### src/rtl/duty_seq_recorder_if.sv
// duty_seq_recorder_if: control, button and duty bus of the duty record/playback sequencer
// master drives Storage_Sw/Play_En/Loop_En/Bt_*/Duty_In; slave drives DC_Out/Rec_Count/Full/Playing/Done
interface duty_seq_recorder_if #(
  parameter int DW  = 6,
  parameter int NCH = 2,
  parameter int AW  = 8
);
  logic              Storage_Sw;
  logic              Play_En;
  logic              Loop_En;
  logic              Bt_Up;
  logic              Bt_Down;
  logic              Bt_Left;
  logic              Bt_Right;
  logic [NCH*DW-1:0] Duty_In;
  logic [NCH*DW-1:0] DC_Out;
  logic [AW:0]       Rec_Count;
  logic              Full;
  logic              Playing;
  logic              Done;
  modport master (
    output Storage_Sw, Play_En, Loop_En, Bt_Up, Bt_Down, Bt_Left, Bt_Right, Duty_In,
    input  DC_Out, Rec_Count, Full, Playing, Done
  );
  modport slave (
    input  Storage_Sw, Play_En, Loop_En, Bt_Up, Bt_Down, Bt_Left, Bt_Right, Duty_In,
    output DC_Out, Rec_Count, Full, Playing, Done
  );
endinterface

### src/rtl/duty_seq_recorder.sv
// duty_seq_recorder: multi-channel duty-cycle record/playback sequencer
// sysclk: system clock; Reset_Sw: synchronous active-high reset
// bus (slave): Storage_Sw/Play_En/Loop_En mode controls, Bt_* record buttons, Duty_In live vector,
//   DC_Out registered duty, Rec_Count stored vectors, Full, Playing, Done
module duty_seq_recorder #(
  parameter int DW       = 6,
  parameter int NCH      = 2,
  parameter int DEPTH    = 256,
  parameter int AW       = 8,
  parameter int TICK_DIV = 4096
) (
  input logic                 sysclk,
  input logic                 Reset_Sw,
  duty_seq_recorder_if.slave  bus
);
  localparam int TW = $clog2(TICK_DIV);
  typedef enum logic [1:0] {IDLE, RECORD, PLAY, DONE} state_t;
  state_t            state_q, state_d;
  logic [2:0]        sync_q;
  logic [AW:0]       cnt_q;
  logic [AW-1:0]     ptr_q;
  logic [TW-1:0]     tick_q;
  logic [NCH*DW-1:0] dc_q;
  logic [NCH*DW-1:0] mem [DEPTH];
  logic              pulse, full, tick_end, last, wr_en;
  // sync_q[1] is the synchronised button level, sync_q[2] its previous value
  assign pulse    = sync_q[1] & ~sync_q[2];
  assign full     = cnt_q == (AW+1)'(DEPTH);
  assign tick_end = tick_q == TW'(TICK_DIV - 1);
  assign last     = {1'b0, ptr_q} == cnt_q - (AW+1)'(1);
  assign wr_en    = !Reset_Sw && state_q == RECORD && pulse && !full;
  always_ff @(posedge sysclk) begin
    if (Reset_Sw) state_q <= IDLE;
    else          state_q <= state_d;
  end
  always_comb begin
    state_d = state_q;
    if (bus.Storage_Sw)                                        state_d = RECORD;
    else if (state_q == RECORD)                                state_d = IDLE;
    else if (state_q == IDLE && bus.Play_En && cnt_q != '0)    state_d = PLAY;
    else if (state_q != IDLE && !bus.Play_En)                  state_d = IDLE;
    else if (state_q == PLAY && tick_end && last && !bus.Loop_En) state_d = DONE;
  end
  always_comb begin
    bus.DC_Out    = dc_q;
    bus.Rec_Count = cnt_q;
    bus.Full      = full;
    bus.Playing   = state_q == PLAY;
    bus.Done      = state_q == DONE;
  end
  always_ff @(posedge sysclk) begin
    if (wr_en) mem[cnt_q[AW-1:0]] <= bus.Duty_In;
  end
  always_ff @(posedge sysclk) begin
    if (Reset_Sw) begin
      sync_q <= '0;
      cnt_q  <= '0;
      ptr_q  <= '0;
      tick_q <= '0;
      dc_q   <= '0;
    end else begin
      sync_q <= {sync_q[1:0], bus.Bt_Up | bus.Bt_Down | bus.Bt_Left | bus.Bt_Right};
      dc_q   <= state_q == RECORD ? bus.Duty_In :
                state_q == PLAY   ? mem[ptr_q]  :
                state_q == DONE   ? dc_q        : '0;
      if (wr_en) cnt_q <= cnt_q + (AW+1)'(1);
      // holding the pointers cleared in IDLE makes every PLAY entry start at entry 0, tick 0
      if (state_q == IDLE) begin
        ptr_q  <= '0;
        tick_q <= '0;
      end else if (state_q == PLAY) begin
        tick_q <= tick_end ? '0 : tick_q + TW'(1);
        if (tick_end && !last)             ptr_q <= ptr_q + AW'(1);
        else if (tick_end && bus.Loop_En)  ptr_q <= '0;
      end
    end
  end
endmodule

### src/flat_wrapper.sv
// flat-port wrapper written by rule: the top's interface ports become plain ports
module duty_seq_recorder_flat 
#(
  parameter int DW       = 6,
  parameter int NCH      = 2,
  parameter int DEPTH    = 256,
  parameter int AW       = 8,
  parameter int TICK_DIV = 4096
)
  (sysclk, Reset_Sw, bus_Storage_Sw, bus_Play_En, bus_Loop_En, bus_Bt_Up, bus_Bt_Down, bus_Bt_Left, bus_Bt_Right, bus_Duty_In, bus_DC_Out, bus_Rec_Count, bus_Full, bus_Playing, bus_Done);
  duty_seq_recorder_if #(.DW(DW), .NCH(NCH), .AW(AW)) bus_i ();
  input logic sysclk;
  input logic Reset_Sw;
  input wire logic [$bits(bus_i.Storage_Sw)-1:0] bus_Storage_Sw;
  input wire logic [$bits(bus_i.Play_En)-1:0] bus_Play_En;
  input wire logic [$bits(bus_i.Loop_En)-1:0] bus_Loop_En;
  input wire logic [$bits(bus_i.Bt_Up)-1:0] bus_Bt_Up;
  input wire logic [$bits(bus_i.Bt_Down)-1:0] bus_Bt_Down;
  input wire logic [$bits(bus_i.Bt_Left)-1:0] bus_Bt_Left;
  input wire logic [$bits(bus_i.Bt_Right)-1:0] bus_Bt_Right;
  input wire logic [$bits(bus_i.Duty_In)-1:0] bus_Duty_In;
  output wire logic [$bits(bus_i.DC_Out)-1:0] bus_DC_Out;
  output wire logic [$bits(bus_i.Rec_Count)-1:0] bus_Rec_Count;
  output wire logic [$bits(bus_i.Full)-1:0] bus_Full;
  output wire logic [$bits(bus_i.Playing)-1:0] bus_Playing;
  output wire logic [$bits(bus_i.Done)-1:0] bus_Done;
  assign bus_i.Storage_Sw = bus_Storage_Sw;
  assign bus_i.Play_En = bus_Play_En;
  assign bus_i.Loop_En = bus_Loop_En;
  assign bus_i.Bt_Up = bus_Bt_Up;
  assign bus_i.Bt_Down = bus_Bt_Down;
  assign bus_i.Bt_Left = bus_Bt_Left;
  assign bus_i.Bt_Right = bus_Bt_Right;
  assign bus_i.Duty_In = bus_Duty_In;
  assign bus_DC_Out = bus_i.DC_Out;
  assign bus_Rec_Count = bus_i.Rec_Count;
  assign bus_Full = bus_i.Full;
  assign bus_Playing = bus_i.Playing;
  assign bus_Done = bus_i.Done;
  duty_seq_recorder #(.DW(DW), .NCH(NCH), .DEPTH(DEPTH), .AW(AW), .TICK_DIV(TICK_DIV)) u_core (.sysclk(sysclk), .Reset_Sw(Reset_Sw), .bus(bus_i));
endmodule
### config.mk
export PLATFORM = sky130hd
export DESIGN_NAME = duty_seq_recorder_flat
export DESIGN_NICKNAME = d
export VERILOG_FILES = /design/src/rtl/duty_seq_recorder_if.sv /design/src/rtl/duty_seq_recorder.sv /design/src/flat_wrapper.sv
export SDC_FILE = /design/constraint.sdc
export NUM_CORES = 2
export LEC_CHECK = 0
export CORE_MARGIN = 3
export CORE_UTILIZATION = 35
export DETAILED_ROUTE_END_ITERATION = 10
export PLACE_DENSITY_LB_ADDON = 0.12
export SLEW_MARGIN = 20
export SYNTH_ARGS = -nofsm -noshare
export SYNTH_HDL_FRONTEND = slang
export SYNTH_SLANG_ARGS = --single-unit
### constraint.sdc
create_clock -name sysclk -period 4.35 [get_ports sysclk]
set_input_delay 0.87 -clock sysclk [delete_from_list [all_inputs] [get_ports sysclk]]
set_output_delay 0.87 -clock sysclk [all_outputs]
set_load 0.01 [all_outputs]
Word-level counts from Yosys, hierarchy flattened
Memories as Yosys holds them, arrays and structs flattened. A register that Yosys moved wholly into a read port is not among the register bits.
Index checks and enable logic that the tools add are counted.
Storage, ports and cells
  register bits: 46
  memories: 1
  output and inout bits: 24
  logic and storage cells: 64
  RAM bits: 3072
  input bits: 21
Operators by class
  mux-type cells: 15
  eq/ne operators: 7
  bitwise logic cells: 5
  add/sub/neg operators: 4
  reduce and logical (&&, ||, !) cells: 25
Memories
  u_core.mem: depth 256, width 12, rd ports 1, clocked after memory_dff 1, wr ports 1, RTL line duty_seq_recorder.sv:24  | logic [NCH*DW-1:0] mem [DEPTH];
Operators with widths (count)
  2-to-1 mux 12 bit: 4
  2-to-1 mux 8 bit: 4
  adder 12 x 1 -> 12 bit, second input constant: 1
  == test 12 bit, second input constant: 1
  logical AND 1 bit: 11
  adder 9 x 1 -> 9 bit, second input constant: 1
  == test 8 x 9 -> 1 bit: 1
  == test 9 bit, second input constant: 1
  nonzero test 9 bit: 1
  subtractor 9 x 1 -> 9 bit, second input constant: 1
  adder 8 x 1 -> 8 bit, second input constant: 1
  2-to-1 mux 2 bit: 3
  zero test 1 bit: 5
  nonzero test 5 bit: 1
  == test 2 bit, second input constant: 2
  2-to-1 mux 1 bit: 4
  nonzero test 2 bit: 2
  inequality test 3 x 2 -> 1 bit, second input constant: 1
  OR 1 bit: 3
  nonzero test 3 bit: 1
  OR reduction 3 bit: 1
  == test 2 x 1 -> 1 bit, second input constant: 1
  zero test 2 bit: 1
  AND reduction 2 bit: 1
  3 further kinds: 3

Depth between registers and ports, before layout
  depth after elaboration: 9
  depth in mapped cells: 13

Worst setup path before layout
No wires, ideal clock.
  kind: register to register
  start point: reg u_core.cnt_q[1], in the netlist u_core.bus.Rec_Count[1]
  end point: mem u_core.mem[116][0] (netlist name), enable pin
  arrival: 2.798 ns
  buffers on the path: 3
  setup slack: 1.172 ns
  stages on the path, launching flop included: 12
  required time: 3.970 ns
  clock period less this slack: 3.178 ns
  setup time: 0.380 ns
  path through: dfxtp_1 clkbuf_1 inv_1 ha_1 clkbuf_1 and3_1 a21oi_2 nand2_1 nor2_1 nand2_1 clkbuf_1 nor2_1
Between the ends
  cells in the longest elaborated chain, start to end: 5
Ends and longest elaborated chain
  start, declared: RTL line duty_seq_recorder.sv:20  | logic [AW:0] cnt_q;
  start signal, assigned: RTL line duty_seq_recorder.sv:66  | if (wr_en) cnt_q <= cnt_q + (AW+1)'(1);
  == test 9 bit: RTL line duty_seq_recorder.sv:28  | assign full = cnt_q == (AW+1)'(DEPTH);
  zero test 1 bit: RTL line duty_seq_recorder.sv:31  | assign wr_en = !Reset_Sw && state_q == RECORD && pulse && !full;
  logical AND 1 bit: RTL line duty_seq_recorder.sv:31
  2-to-1 mux 1 bit: RTL line duty_seq_recorder.sv:52  | if (wr_en) mem[cnt_q[AW-1:0]] <= bus.Duty_In;
  2-to-1 mux 1 bit (implied by the code): RTL line duty_seq_recorder.sv:52
  end, declared: RTL line duty_seq_recorder.sv:24
Several ways; a longest one is shown, not always the timed one.

==> flow_summary_export.csv <==
group,metric,value,unit
run_status,outcome,"completed",
global_route,grt_overflow,0,
worst_setup_path,worstPathRequired,5.13,ns
worst_setup_path,critical_path_class,"reg2reg",
drt,drt_iter0_markers,8555,
synthesis,synthAdderAreaFrac,0.0620,%
floorplanning,die_area,0.353,mm2
clock_tree,clock_sinks,3126,
worst_setup_path,cp-end-kind,"register",
finish,multi_input_area,0.0258,mm2
global_route,antenna_found_initial,34,
synthesis,synthesis.nets,5744,
drt,drc,0,
sta,finalSetupViolCount,0,
hold_path,worst_hold_path_type,"in2reg",
worst_setup_path,start_kind,"register",
sta,hold_violations,0,
drt,first_pass_iters,6,
clock_tree,ctsHtreeMaxLevel,5,
synthesis,async_reset_ff_share,0,%
synthesis,ys_types,81,
drt,detail-route-antenna-nets,0,
worst_setup_path,cp_max_fo,31,
job,drv_cap,0,
sta,fin_crit,4.13,ns
power,power_leakage,44.0,nW
drt,via_per_inst,5.65,
global_route,grt.total_usage,23.4,%
clock_tree,cts_buffer_depth,4,
sta,finalWorstSetupSlack,0.221,ns
clock_tree,root_buffer,"clkbuf_16",
synthesis,netlist_instances,5717,
synthesis,synth_xor_area_share,0.188,%
finish,register_area,0.0934,mm2
finish,final_nets,6499,
sta,relSlewSlack,19.8,%
clock_tree,cts_buffers,347,
synthesis,synth_enable_flop_cells,3072,
global_route,met1_usage,32.2,%
power,p_per_area,440,mW/mm2
drt,wl_per_cell,37.1,um
sta,timing.hold.ws,0.348,ns
floorplanning,row_count,215,
sta,timing.fmax,242,MHz
finish,area_delta_synth_final,17.9,%
synthesis,synth_compound_area_share,2.97,%
global_route,grt_pass1_wl,568,mm
synthesis,synthMuxAreaShare,15.1,%
global_route,grt_use_met3,4.99,%
floorplanning,ioPinCount,45,
floorplanning,core,0.344,mm2
finish,final_layout_size_suffix_gt1_share,29.5,%
synthesis,syn_area,0.121,mm2
clock_tree,clk_latency,0.94,ns
floorplanning,initial_core_util,35.2,%
clock_tree,cts_tree,"done",
sta,fin_crit_sh,94.9,%
sta,rsz0062_at_grt,"false",
synthesis,yosysWarnings,0,
synthesis,synthFlopType,"edfxtp_1",
drt,num_vias,64000,
place,place_area,0.132,mm2
finish,final_common_cell,"edfxtp_1",
clock_tree,cts_setup_buffers,0,
power,p_total,62.9,mW
synthesis,yosys_register_bits,3126,
finish,nFillCells,30200,
synthesis,syn_avg_cell_area,21.2,um2
sta,worst-slew-pin-transition,1.20,ns
synthesis,ys_seq_area_share,77.1,%
global_route,grt_start_max_net_pins,107,
drt,drt-total-wl,420,mm
sta,fin_skew,0.0533,ns
place,post-dp-hpwl,274,mm
clock_tree,clk_transition_reported_paths,0.06,ns
synthesis,synthSimpleGateAreaFrac,2.84,%
place,dp_slack,0.193,ns
global_route,grt.busiest_layer,"met2",
sta,drv_slew,0,
finish,layout_common_cells,"edfxtp_1, mux4_2, buf_4",
floorplanning,die_w,594,um
finish,postLayoutCellArea,0.143,mm2
synthesis,synth_top_family_by_area,"multiplexers",
place,gp_congestion,0.875,
global_route,first_global_vias,64100,
place,port_buffers,44,
global_route,use_met2,36.9,%
worst_setup_path,arrival,4.91,ns
floorplanning,die_h,594,um
power,vdd_drop_max,0.301,mV
worst paths after layout:
kind	start	end	slack, ns	cells after the start
hold / removal	bus_Duty_In[9]	u_core.mem[233][9]	0.35	1
setup / recovery	register	u_core.bus.DC_Out[4]	0.22	8
hold reg to reg	u_core.sync_q[0]	u_core.sync_q[1]	0.47	1
setup reg to reg	register	u_core.bus.DC_Out[4]	0.22	8
per-layer routing:
| layer | vias up | routed length, um |
|---|---|---|
| li1 | 25500 | - |
| met1 | 35100 | 174000 |
| met2 | 2838 | 197000 |
| met3 | 577 | 33300 |
| met4 | 8 | 15600 |
| met5 | - | 47 |
state kept, by name, summed over array words and instances, names as in the netlist, named ones only:
| name | flops |
|---|---|
| u_core.mem | 3072 |
| u_core.bus.DC_Out | 12 |
| u_core.tick_q | 12 |
| u_core.bus.Rec_Count | 9 |
| u_core.ptr_q | 8 |
| u_core.sync_q | 3 |
| u_core.state_q | 2 |
where the power goes:
group / switching, mW / internal, mW
Sequential: 0.0181 / 33.1
Combinational: 0.635 / 0.103
Clock: 12.2 / 16.9
critical path: stages (launching register included):
cell	delay, ns
dfxtp_4	0.85
buf_12	0.36
buf_4	0.34
mux4_2	0.54
mux4_2	0.60
nand3_1	0.13
o31ai_1	0.14
nor3_1	0.78
o32ai_1	0.19
synth_stat cells, types with 26 or more instances:
library cell / number / area [um2]
edfxtp_1: 3072 / 92200
mux4_2: 718 / 16200
nor2_1: 335 / 1260
mux2i_1: 198 / 1980
nand2_1: 179 / 672
buf_2: 105 / 526
clkbuf_1: 100 / 375
a22oi_1: 93 / 698
a21oi_1: 87 / 435
buf_4: 67 / 503
o22ai_1: 67 / 419
dfxtp_1: 54 / 1080
nand3_1: 50 / 250
o21ai_0: 47 / 235
nor3_1: 42 / 210
buf_6: 35 / 394
a211oi_1: 31 / 233
a221oi_1: 28 / 245
nor2b_1: 26 / 163
kinds of logic (layout without fill, tap and decap cells):
family / after synthesis / count (layout)
buf+inv: 350 / 1388
compound gates: 511 / 511
mux: 933 / 933
xor+xnor: 26 / 26
simple gates: 765 / 765
other cells: 0 / 23
flops: 3126 / 3126
fa+ha+maj: 6 / 6
area by class of cell:
type / count / share of cell area (%)
well taps: 4557 / 3.99
clock buffers: 433 / 6.41
repair buffers: 737 / 4.69
multi-input cells: 2241 / 18.1
inverters: 19 / 0.0561
flip-flops and latches: 3126 / 65.4
diodes: 23 / 0.0403
clock inverters: 199 / 1.37
stage by stage:
step                      util, %  TNS (ns)  instances
after floorplan                 -         0       5717
after global placement       38.3   -0.0486      10700
after detailed placement     38.3         0      10700
after CTS                    41.5         0      11300
after global routing         41.5         0      11300
final                        41.5         0      11300
timing repair:
item                       in CTS  in global routing
hold buffers                    0                  0
resized for setup               0                  1
setup endpoints to repair       0                  1
Power figures use the tool's default switching activity.
